## src/rtl/reg_wb_arbiter_pkg.sv

```systemverilog
// rtl/reg_wb_arbiter_pkg.sv - shared widths and write-back entry type for the register write-back arbiter
package reg_wb_arbiter_pkg;

  localparam int DATA_WIDTH     = 32;
  localparam int REG_ADDR_WIDTH = 5;

  typedef struct packed {
    logic [REG_ADDR_WIDTH-1:0] addr;
    logic                      tid;
    logic [DATA_WIDTH-1:0]     data;
  } wb_entry_t;

  function automatic logic entry_match(input wb_entry_t e,
                                       input logic [REG_ADDR_WIDTH-1:0] a,
                                       input logic t);
    return (e.addr == a) && (e.tid == t);
  endfunction

endpackage

```

## src/rtl/reg_wb_arbiter_fifo.sv

```systemverilog
// rtl/reg_wb_arbiter_fifo.sv - wb_fifo: per-requester write queue with hazard match over valid entries
module wb_fifo
  import reg_wb_arbiter_pkg::*;
#(
  parameter int DEPTH = 2,
  localparam int PW = $clog2(DEPTH),
  localparam int CW = $clog2(DEPTH + 1)
) (
  input  logic                      clk,
  input  logic                      rst_n,
  input  logic                      i_push,
  input  wb_entry_t                 i_push_entry,
  input  logic                      i_pop,
  output wb_entry_t                 o_head,
  output logic                      o_full,
  output logic                      o_empty,
  output logic [CW-1:0]             o_count,
  input  logic [REG_ADDR_WIDTH-1:0] i_q_addr,
  input  logic                      i_q_tid,
  output logic                      o_hit
);

  wb_entry_t        r_mem [DEPTH];
  logic [DEPTH-1:0] r_vld;
  logic [PW-1:0]    r_wr;
  logic [PW-1:0]    r_rd;
  logic [CW-1:0]    r_count;

  // Pointers are PW bits wide, so DEPTH being a power of two gives free wrap.
  always_ff @(posedge clk or negedge rst_n) begin
    if (!rst_n) begin
      r_vld   <= '0;
      r_wr    <= '0;
      r_rd    <= '0;
      r_count <= '0;
    end else begin
      if (i_pop) begin
        r_vld[r_rd] <= 1'b0;
        r_rd        <= r_rd + 1'b1;
      end
      if (i_push) begin
        r_mem[r_wr] <= i_push_entry;
        r_vld[r_wr] <= 1'b1;
        r_wr        <= r_wr + 1'b1;
      end
      case ({i_push, i_pop})
        2'b10:   r_count <= r_count + 1'b1;
        2'b01:   r_count <= r_count - 1'b1;
        default: r_count <= r_count;
      endcase
    end
  end

  always_comb begin
    o_hit = 1'b0;
    for (int i = 0; i < DEPTH; i++) begin
      if (r_vld[i] && entry_match(r_mem[i], i_q_addr, i_q_tid)) o_hit = 1'b1;
    end
  end

  assign o_head  = r_mem[r_rd];
  assign o_count = r_count;
  assign o_full  = (r_count == CW'(DEPTH));
  assign o_empty = (r_count == '0);

endmodule

```

## src/rtl/reg_wb_arbiter.sv

```systemverilog
// rtl/reg_wb_arbiter.sv - two-requester register write-back arbiter with output register and hazard query
// WB_ARB_ROUND_ROBIN_EN selects round-robin grant; otherwise requester 1 has fixed priority.
module reg_wb_arbiter
  import reg_wb_arbiter_pkg::*;
#(
  parameter int FIFO_DEPTH = 2,
  localparam int CW = $clog2(FIFO_DEPTH + 1),
  localparam int PEND_W = $clog2(2 * FIFO_DEPTH + 1)
) (
  input  logic                      clk,
  input  logic                      rst_n,
  input  logic                      req0_valid,
  output logic                      req0_ready,
  input  logic [REG_ADDR_WIDTH-1:0] req0_addr,
  input  logic                      req0_tid,
  input  logic [DATA_WIDTH-1:0]     req0_data,
  input  logic                      req1_valid,
  output logic                      req1_ready,
  input  logic [REG_ADDR_WIDTH-1:0] req1_addr,
  input  logic                      req1_tid,
  input  logic [DATA_WIDTH-1:0]     req1_data,
  output logic                      wb_uses_rw,
  output logic [REG_ADDR_WIDTH-1:0] wb_rw_addr,
  output logic                      wb_tid,
  output logic [DATA_WIDTH-1:0]     wb_rw_data,
  input  logic [REG_ADDR_WIDTH-1:0] q_addr,
  input  logic                      q_tid,
  output logic                      q_hit,
  output logic [PEND_W-1:0]         pending
);

  wb_entry_t     w_head0, w_head1;
  logic          w_full0, w_full1;
  logic          w_empty0, w_empty1;
  logic [CW-1:0] w_cnt0, w_cnt1;
  logic          w_hit0, w_hit1;
  logic          w_push0, w_push1;
  logic          w_grant0, w_grant1;
  wb_entry_t     r_wb_entry;
  logic          r_wb_valid;

  assign req0_ready = ~w_full0;
  assign req1_ready = ~w_full1;

  // Writes to r0 are handshaken but never queued.
  assign w_push0 = req0_valid & req0_ready & (req0_addr != '0);
  assign w_push1 = req1_valid & req1_ready & (req1_addr != '0);

  wb_fifo #(.DEPTH(FIFO_DEPTH)) u_fifo0 (
    .clk          (clk),
    .rst_n        (rst_n),
    .i_push       (w_push0),
    .i_push_entry ('{addr: req0_addr, tid: req0_tid, data: req0_data}),
    .i_pop        (w_grant0),
    .o_head       (w_head0),
    .o_full       (w_full0),
    .o_empty      (w_empty0),
    .o_count      (w_cnt0),
    .i_q_addr     (q_addr),
    .i_q_tid      (q_tid),
    .o_hit        (w_hit0)
  );

  wb_fifo #(.DEPTH(FIFO_DEPTH)) u_fifo1 (
    .clk          (clk),
    .rst_n        (rst_n),
    .i_push       (w_push1),
    .i_push_entry ('{addr: req1_addr, tid: req1_tid, data: req1_data}),
    .i_pop        (w_grant1),
    .o_head       (w_head1),
    .o_full       (w_full1),
    .o_empty      (w_empty1),
    .o_count      (w_cnt1),
    .i_q_addr     (q_addr),
    .i_q_tid      (q_tid),
    .o_hit        (w_hit1)
  );

`ifdef WB_ARB_ROUND_ROBIN_EN
  logic r_ptr;

  always_comb begin
    w_grant0 = 1'b0;
    w_grant1 = 1'b0;
    if (!w_empty0 && !w_empty1) begin
      w_grant0 = ~r_ptr;
      w_grant1 = r_ptr;
    end else begin
      w_grant0 = ~w_empty0;
      w_grant1 = ~w_empty1;
    end
  end

  always_ff @(posedge clk or negedge rst_n) begin
    if (!rst_n) begin
      r_ptr <= 1'b0;
    end else if (w_grant0) begin
      r_ptr <= 1'b1;
    end else if (w_grant1) begin
      r_ptr <= 1'b0;
    end
  end
`else
  always_comb begin
    w_grant1 = ~w_empty1;
    w_grant0 = ~w_empty0 & w_empty1;
  end
`endif

  always_ff @(posedge clk or negedge rst_n) begin
    if (!rst_n) begin
      r_wb_valid <= 1'b0;
      r_wb_entry <= '0;
    end else begin
      r_wb_valid <= w_grant0 | w_grant1;
      if (w_grant1) begin
        r_wb_entry <= w_head1;
      end else if (w_grant0) begin
        r_wb_entry <= w_head0;
      end
    end
  end

  assign wb_uses_rw = r_wb_valid;
  assign wb_rw_addr = r_wb_entry.addr;
  assign wb_tid     = r_wb_entry.tid;
  assign wb_rw_data = r_wb_entry.data;

  assign q_hit = (q_addr != '0) &
                 (w_hit0 | w_hit1 | (r_wb_valid & entry_match(r_wb_entry, q_addr, q_tid)));

  assign pending = PEND_W'(w_cnt0) + PEND_W'(w_cnt1);

endmodule
```

## config.mk

```make
export PLATFORM = sky130hd
export DESIGN_NAME = reg_wb_arbiter
export DESIGN_NICKNAME = d
export VERILOG_FILES = /design/src/rtl/reg_wb_arbiter_pkg.sv /design/src/rtl/reg_wb_arbiter_fifo.sv /design/src/rtl/reg_wb_arbiter.sv
export SDC_FILE = /design/constraint.sdc
export NUM_CORES = 1
export LEC_CHECK = 0
export CORE_MARGIN = 2
export CORE_UTILIZATION = 49
export DETAILED_ROUTE_END_ITERATION = 12
export GPL_TIMING_DRIVEN = 0
export PLACE_DENSITY_LB_ADDON = 0.05
export SLEW_MARGIN = 20
export SYNTH_ARGS = -nofsm -noshare
export SYNTH_HDL_FRONTEND = slang
export SYNTH_HIERARCHICAL = 1
export SYNTH_SLANG_ARGS = --single-unit
```

## constraint.sdc

```tcl
create_clock -name clk -period 2.7 [get_ports clk]
set_input_delay 0.54 -clock clk [delete_from_list [all_inputs] [get_ports clk]]
set_output_delay 0.54 -clock clk [all_outputs]
set_load 0.02 [all_outputs]
```

Word level (Yosys, flattened, before mapping)
Memories as Yosys holds them, arrays and structs flattened.
Cells that the tools add are included.
{ "totals": {"regBits": 51, "latchBits": 0, "ram_bits": 152, "rom_bits": 0, "in_bits": 86, "elab_cells": 114, "memories": 2} }
{ "classes": {"addsub": 9, "mul": 0, "div": 0, "n_lt_le_gt_ge": 8, "eq_ne": 17, "shift": 0, "n_mux": 24, "bitwise_logic": 20, "reduce_logical": 22} }
{ "memory_table": {"columns": ["memory", "words", "word_bits", "rd", "rd_clocked_by_memory_dff", "wr", "line_no", "rtl"], "rows": [
  ["u_fifo0.r_mem", 2, 38, 3, 0, 1, "reg_wb_arbiter_fifo.sv:23", "wb_entry_t r_mem [DEPTH];"],
  ["u_fifo1.r_mem", 2, 38, 3, 0, 1, "reg_wb_arbiter_fifo.sv:23", null]
]} }
{ "ops": {"columns": ["op", "n"], "rows": [
  ["$mux 38", 2],
  ["$eq 5x5->1", 5],
  ["$logic_and 1x1->1", 15],
  ["$reduce_bool 5->1", 3],
  ["$mux 1", 12],
  ["$eq 2x2->1 const B", 4],
  ["$lt 1x2->1 const B", 4],
  ["$mux 2", 4],
  ["$pmux 2 s2", 2],
  ["$and 1x1->1", 7],
  ["$eq 1x1->1", 5],
  ["$add 1x1->1 const B", 4],
  ["$add 2x1->2 const B", 2],
  ["$and 2x2->2", 2],
  ["$demux 1 s1", 4],
  ["$eq 2x1->1 const B", 2],
  ["$ge 1x1->1 const B", 4],
  ["$logic_not 2->1", 2],
  ["$not 1->1", 4],
  ["$not 2->2", 2],
  ["$or 2x2->2", 2],
  ["$reduce_bool 2->1", 2],
  ["$sub 2x1->2 const B", 2],
  ["$add 2x2->3", 1],
  ["2 further kinds", 4]
]} }

Logic depth before layout (Yosys ltp)
Gate-level depths: netlist of run 1.
{ "depth": {"ltp_word": 9, "depth_mapped": 9, "depth_no_buf": 8} }

By module
Netlist of run 1, hierarchy kept.
{ "by_module_without_submodules": {"columns": ["mod", "instances", "cells_per_inst", "area_each_um2", "seq_area_each_um2"], "rows": [
  ["wb_fifo", 2, 160, 3333.2, 2432.3],
  ["reg_wb_arbiter", 1, 190, 1921.8, 975.9]
]} }

Least setup slack after synthesis of run 1
No wires, ideal clock.
{ "synth_timing": {"kind": "flip-flop to flip-flop", "startpoint": "reg u_fifo0.r_count[1] (netlist: u_fifo0/o_count[1])", "endpoint": "mem u_fifo0/r_mem[0][0] (netlist name) (enable)", "setup_time_ns": 0.433, "t_arrival_ns": 2.648, "slack_ns": -0.382, "stages_incl_launch_ff": 6, "n_path_buf": 0, "path_cell_list": "dfrtp_1 nor2b_1 inv_1 o311a_1 nand2_1 nor2_1"} }
{ "synth_via": {"elab_chain_cells": 7} }
{ "synth_rtl": {"columns": ["item", "line_no", "rtl"], "rows": [
  ["from (decl)", "reg_wb_arbiter_fifo.sv:27", "logic [CW-1:0] r_count;"],
  ["from (signal assigned)", "reg_wb_arbiter_fifo.sv:47", "2'b10: r_count <= r_count + 1'b1;"],
  ["from (signal assigned)", "reg_wb_arbiter_fifo.sv:48", "2'b01: r_count <= r_count - 1'b1;"],
  ["from (signal assigned)", "reg_wb_arbiter_fifo.sv:49", "default: r_count <= r_count;"],
  ["$eq 2x2->1", "reg_wb_arbiter_fifo.sv:63", "assign o_full = (r_count == CW'(DEPTH));"],
  ["named net w_full0", "reg_wb_arbiter.sv:33", "logic w_full0, w_full1;"],
  ["$not 1->1", "reg_wb_arbiter.sv:42", "assign req0_ready = ~w_full0;"],
  ["named net req0_ready", "reg_wb_arbiter.sv:13", "output logic req0_ready,"],
  ["$and 1x1->1 (2 in series)", "reg_wb_arbiter.sv:46", "assign w_push0 = req0_valid & req0_ready & (req0_addr != '0);"],
  ["named net w_push0", "reg_wb_arbiter.sv:37", "logic w_push0, w_push1;"],
  ["$mux 1", "reg_wb_arbiter_fifo.sv:41", "if (i_push) begin"],
  ["$logic_and 1x1->1 (implied by the code)", "reg_wb_arbiter_fifo.sv:42", "r_mem[r_wr] <= i_push_entry;"],
  ["$mux 1 (implied by the code)", "reg_wb_arbiter_fifo.sv:42", null],
  ["to (decl)", "reg_wb_arbiter_fifo.sv:23", null]
]} }
The timed path passes the listed nets, and every way through them passes these cells.

Worst setup path in the final report of run 1
{ "layout_timing": {"startpoint": "reg u_fifo0.r_count[0] (netlist: u_fifo0/o_count[0])", "endpoint": "out pending[2]"} }
{ "layout_via": {"elab_chain_cells": 1} }
{ "layout_rtl": {"columns": ["item", "line_no", "rtl"], "rows": [
  ["$add 2x2->3", "reg_wb_arbiter.sv:132", "assign pending = PEND_W'(w_cnt0) + PEND_W'(w_cnt1);"],
  ["to (decl)", "reg_wb_arbiter.sv:29", "output logic [PEND_W-1:0] pending"]
]} }
No other way between the ends.

==> results of run 1 <==
==> power groups by stage <==
stage	registers, µW	clock network (µW)	logic [µW]
after floorplan	4810	0	2820
after global placement	4530	0	4650
after detailed placement	4540	0	4810
after CTS	4490	3000	4800
after global routing	4550	3130	5080
final	4470	2930	4730
==> worst max-delay path: stages (launching register included) <==
cell	delay [ns]
dfrtp_1	0.44
ha_1	0.24
fa_1	0.35
clkdlybuf4s50_1	0.55
==> flip-flops by register name (all words and copies together) (netlist names), 2 cells and up <==
| register | flops |
|---|---|
| u_fifo0/r_mem | 76 |
| u_fifo1/r_mem | 76 |
| wb_rw_data | 32 |
| wb_rw_addr | 5 |
| u_fifo0/o_count | 2 |
| u_fifo0/r_vld | 2 |
| u_fifo1/o_count | 2 |
| u_fifo1/r_vld | 2 |
==> routing by layer <==
layer / share of wire / vias to the layer above
met3: 0.045 / 24
met2: 0.50 / 122
met1: 0.44 / 2348
met4: 0.017 / 0
li1: - / 2206
met5: 0 / -
==> kinds of logic (layout without fill, tap and decap cells) <==
family / after synthesis / in the layout / synth area share
AO/OA/AOI/OAI: 49 / 49 / 0.0309
XOR/XNOR: 40 / 40 / 0.0408
adder cells (fa/ha/maj): 4 / 4 / 0.00670
buffers and inverters: 31 / 208 / 0.0303
flip-flops: 203 / 203 / 0.680
multiplexers: 114 / 114 / 0.176
AND/OR/NAND/NOR: 69 / 69 / 0.0350
==> area by class of cell <==
cell class                      instances  area [µm²]  share of cell area
Buffer                                 24         234              0.0212
Clock buffer                           31         616              0.0558
Clock inverter                          9        93.8             0.00850
Inverter                                7        26.3             0.00238
Multi-Input combinational cell        276        2510               0.228
Sequential cell                       203        5840               0.529
Tap cell                              225         282              0.0255
Timing Repair Buffer                  137        1430               0.130
==> through the flow <==
step	setup WS, ns	cell area, µm²
6_report	0.0856	11000
3_5_place_dp	-0.520	10300
4_1_cts	0.0384	11000
2_1_floorplan	0.245	8590
5_1_grt	0.0477	11000
3_3_place_gp	-2.89	10200
==> placed cells by master, fill, tap and decap left out, types with 13 or more instances in the layout <==
| cell | n |
|---|---|
| edfxtp_1 | 152 |
| clkdlybuf4s50_1 | 121 |
| mux2_4 | 74 |
| dfrtp_1 | 51 |
| nor2_1 | 45 |
| a21oi_1 | 39 |
| mux2i_1 | 38 |
| xnor2_1 | 30 |
| clkbuf_16 | 23 |
| clkbuf_1 | 13 |
==> path summary, 6_finish.rpt <==
check                                        start                  to  slack (ns)
worst max-delay path            u_fifo0/o_count[0]          pending[2]        0.09
worst min-delay path                         rst_n       wb_rw_data[6]        0.51
worst max register to register  u_fifo1/o_count[0]  u_fifo0/o_count[1]        0.22
worst min register to register    u_fifo1/r_vld[1]    u_fifo1/r_vld[1]        0.53
max in group asynchronous                    rst_n      wb_rw_data[22]        1.69
min in group clk                  u_fifo1/r_vld[1]    u_fifo1/r_vld[1]        0.53
==> timing repair <==
| item | in CTS | in global routing |
|---|---|---|
| setup buffers | 0 | 0 |
| endpoints found under the hold margin | 23 | 0 |
| endpoints found under the setup margin | 2 | 1 |
| gates resized for setup | 9 | 6 |
| hold buffers | 1 | 0 |
==> impl_metrics.tcl, run 1 <==
set metrics [dict create \
    use_met3 0.0302 \
    cts_sinks 203 \
    fp.dieH_um 136 \
    grt_pass1_vias 4965 \
    reg2reg_depth 9 \
    track_usage 0.194 \
    p_seq_frac 0.368 \
    io_buffers 130 \
    syn_nets 600 \
    crit_path_start_kind "register" \
    met1_usage 0.260 \
    fin_util 0.640 \
    end_kind "primary output" \
    cts_max_level 1 \
    skew_ns 0.00517 \
    ys_types 30 \
    cts_tree "built" \
    avgSynthCellArea_um2 16.8 \
    start_util 0.498 \
    cap_violations 0 \
    synth_top_area_cell "edfxtp_1" \
    yosysWarningCount 6 \
    hold_ws_ns 0.512 \
    die_w_um 136 \
    drtPass1Iterations 4 \
    syn2layout_area_growth_pct 28.5 \
    netlist_area_mm2 0.00859 \
    crit_type "register to primary output" \
    yosys_register_bits 203 \
    numCtsBuffers 22 \
    io_pins 131 \
    postRouteAntennaNets 0 \
    dieArea_mm2 0.0186 \
    path_clk_slew_ns 0.06 \
    wirelength_um 17600 \
    power.total_uw 12100 \
    p_leak_uw 0.00416 \
    synth_edf_count 152 \
    antenna_cells 0 \
    sw_frac_of_total 0.319 \
    pwr_density_cell_mw_per_mm2 1100 \
    slew_viol_final 0 \
    dpl.hpwl_um 12100 \
    status "finished clean" \
    finalCritPeriodShare 0.968 \
    finalCriticalPeriod_ns 2.61 \
    vias 4700 \
    clock_path_buffers 3 \
    ys.flop_type "edfxtp_1" \
    syn_inst 510 \
    rows 48 \
    setup_viol 0 \
    drc 0 \
    drt_iter0_drc 194 \
    p_sw_uw 3870 \
    ir_worst_vdd_mv 0.592 \
    synth_area_leaders "edfxtp_1, dfrtp_1, mux2_4, mux2i_1, xnor2_1" \
    overflow 0 \
    layout.nets 761 \
    cp.required_ns 2.16 \
    netlist_top_cells_count "edfxtp_1, mux2_4, dfrtp_1" \
    grt_pass1_wl_um 27200 \
    worst_pin_slew_ns 0.675 \
    yosysSeqAreaShare 0.680 \
    busiest_layer "met2" \
    cp_max_fo 5 \
    slew_headroom 0.550 \
    n_fill_cell 1254 \
    rsz0062_at_grt "false" \
    gp_congestion 0.778 \
    finalHoldViolCount 0 \
    worst_ep_arrival_time_ns 2.07 \
    max_freq_mhz 382 \
    clockRootBuffer "clkbuf_16" \
    instances_no_fill 912 \
    clkPwrFrac 0.242 \
    use_met2 0.330 \
    wire_per_inst_um 19.3 \
    yosysMostFrequentCell "edfxtp_1" \
    combinationalPowerShare 0.390 \
    intPower_uw 8270 \
    dp.cells 871 \
    grt_start_max_net_pins 33 \
    tns_ns 0 \
    drive_above_1_share 0.201 \
    synthArstFlopShare 0.251 \
    fp.coreArea_mm2 0.0172 \
    clk_latency_ns 0.50 \
    min_path_type "input pin to async pin" \
    synth.top_cell.area_share 0.531 \
    routed_via_density 5.15 \
    antenna_found_initial 0 \
]
Power figures use the tool's default switching activity.
==> run 2: changes to the inputs <==
--- a/config.mk
+++ b/config.mk
@@ -9,6 +9,7 @@
 export CORE_UTILIZATION = 49
 export DETAILED_ROUTE_END_ITERATION = 12
 export GPL_TIMING_DRIVEN = 0
+export HOLD_SLACK_MARGIN = 0.1
 export PLACE_DENSITY_LB_ADDON = 0.05
 export SLEW_MARGIN = 20
 export SYNTH_ARGS = -nofsm -noshare
==> results of run 2 <==
No change in the layout: final DEF, timing and power equal those of run 1.
==> run 3: changes to the inputs <==
--- a/config.mk
+++ b/config.mk
@@ -5,13 +5,13 @@
 export SDC_FILE = /design/constraint.sdc
 export NUM_CORES = 1
 export LEC_CHECK = 0
-export CORE_MARGIN = 2
+export CORE_MARGIN = 8
 export CORE_UTILIZATION = 49
 export DETAILED_ROUTE_END_ITERATION = 12
 export GPL_TIMING_DRIVEN = 0
 export HOLD_SLACK_MARGIN = 0.1
 export PLACE_DENSITY_LB_ADDON = 0.05
-export SLEW_MARGIN = 20
+export SLEW_MARGIN = 30
 export SYNTH_ARGS = -nofsm -noshare
 export SYNTH_HDL_FRONTEND = slang
 export SYNTH_HIERARCHICAL = 1
==> run 3 against run 2 <==
Final cell count up 0.11%. Non-clock buffer count up 1. Worst hold slack worse by 0.026 ns. Routed wire length up 3.1%. Critical path type unchanged. Largest power group unchanged.
==> impl_metrics.tcl, run 3 (synthesized netlist as in run 1, its figures left out) <==
set metrics [dict create \
    clock_path_buffers 3 \
    dp.cells 872 \
    io_pins 131 \
    drive_above_1_share 0.199 \
    slew_headroom 0.605 \
    cp.required_ns 2.16 \
    layout_commonest_cell "edfxtp_1" \
    layout.nets 762 \
    cts_tree "built" \
    power.total_uw 12000 \
    fin_util 0.640 \
    status "finished clean" \
    wire_per_inst_um 19.9 \
    p_leak_uw 0.00416 \
    overflow 0 \
    cts_setup_buffers 0 \
    numCtsBuffers 22 \
    cap_violations 0 \
    vias 4706 \
    dpl.hpwl_um 12600 \
    rows 48 \
    gp_congestion 0.780 \
    end_kind "primary output" \
    wirelength_um 18100 \
    pwr_density_cell_mw_per_mm2 1090 \
    cts_max_level 1 \
    antenna_found_initial 0 \
    tns_ns 0 \
    io_buffers 130 \
    postRouteAntennaNets 0 \
    cts_sinks 203 \
    worst_ep_arrival_time_ns 2.07 \
    skew_ns 0.00727 \
    rsz0062_at_grt "false" \
    setup_viol 0 \
    min_path_type "input pin to async pin" \
    cp_max_fo 5 \
    fp.dieH_um 148 \
    finalCritPeriodShare 0.967 \
    grt_start_max_net_pins 38 \
    max_freq_mhz 383 \
    crit_type "register to primary output" \
    grt_pass1_wl_um 28500 \
    grt_pass1_vias 5039 \
    drtPass1Iterations 4 \
    start_util 0.498 \
    worst_pin_slew_ns 0.593 \
    die_w_um 148 \
    path_clk_slew_ns 0.06 \
    clockRootBuffer "clkbuf_16" \
    fin_area_mm2 0.0110 \
    track_usage 0.167 \
    instances_no_fill 913 \
    syn2layout_area_growth_pct 28.5 \
    routed_via_density 5.15 \
    slew_viol_final 0 \
    drc 0 \
    place_area_mm2 0.0104 \
    dieArea_mm2 0.0220 \
    fp.coreArea_mm2 0.0172 \
    ir_worst_vdd_mv 0.646 \
    layout_common_cells "edfxtp_1, clkdlybuf4s50_1, mux2_4, dfrtp_1, nor2_1" \
    clk_latency_ns 0.49 \
    finalHoldViolCount 0 \
    antenna_cells 0 \
    finalCriticalPeriod_ns 2.61 \
    crit_path_start_kind "register" \
    drt_iter0_drc 193 \
]
==> run 3: area by class of cell <==
type | instances | area [µm²]
Fill cell | 1235 | 6200
Sequential cell | 203 | 5840
Timing Repair Buffer | 138 | 1470
Multi-Input combinational cell | 276 | 2520
Clock inverter | 4 | 18.8
Clock buffer | 36 | 654
Buffer | 24 | 234
Inverter | 7 | 26.3
Tap cell | 225 | 282
==> run 3: stage by stage <==
stage | hold slack (ns) | setup WS (ns)
2_1_floorplan | 0.244 | 0.245
3_3_place_gp | 0.509 | -2.85
3_5_place_dp | 0.458 | -0.536
4_1_cts | 0.480 | 0.00578
5_1_grt | 0.511 | 0.0104
6_report | 0.485 | 0.0885
==> run 3: repair_timing <==
item                       in CTS  in global routing
hold endpoints to repair       18                  0
hold buffers                    1                  0
setup endpoints to repair       2                  1
gates resized for setup         9                  2
pin swaps                       1                  0
cloned                          0                  0
==> run 3: worst paths after layout <==
path / start / endpoint / slack (ns) / depth (start not counted)
max reg2reg: u_fifo1/o_count[0] / u_fifo0/o_count[1] / 0.28 / 8
max in group asynchronous: rst_n / wb_rw_data[24] / 1.71 / 3
min: rst_n / wb_rw_data[4] / 0.49 / 2
min reg2reg: u_fifo0/r_vld[1] / u_fifo0/r_vld[1] / 0.54 / 1
max: u_fifo1/o_count[0] / pending[2] / 0.09 / 3
min in group clk: u_fifo0/r_vld[1] / u_fifo0/r_vld[1] / 0.54 / 1
==> run 3: worst max-delay path, stage by stage, from the launching register on <==
cell and delay [ns]:
dfrtp_1 0.46, ha_1 0.23, fa_1 0.35, clkdlybuf4s50_1 0.54
==> run 3: power by group <==
part | leakage (µW) | switching [µW] | internal [µW] | total [µW]
logic | 0.00186 | 2340 | 2420 | 4760
registers | 0.00197 | 390 | 4090 | 4480
clock network | 0.000330 | 1120 | 1650 | 2770
total | 0.00416 | 3860 | 8150 | 12000
==> run 3: routing by layer <==
| metal | routed length [µm] | share of wire | GRT usage | vias to the layer above |
|---|---|---|---|---|
| met3 | 802 | 0.044 | 0.0331 | 23 |
| li1 | - | - | - | 2220 |
| met2 | 9050 | 0.50 | 0.283 | 104 |
| met1 | 7970 | 0.44 | 0.217 | 2359 |
| met5 | 0 | 0 | 0 | - |
| met4 | 313 | 0.017 | 0.0382 | 0 |
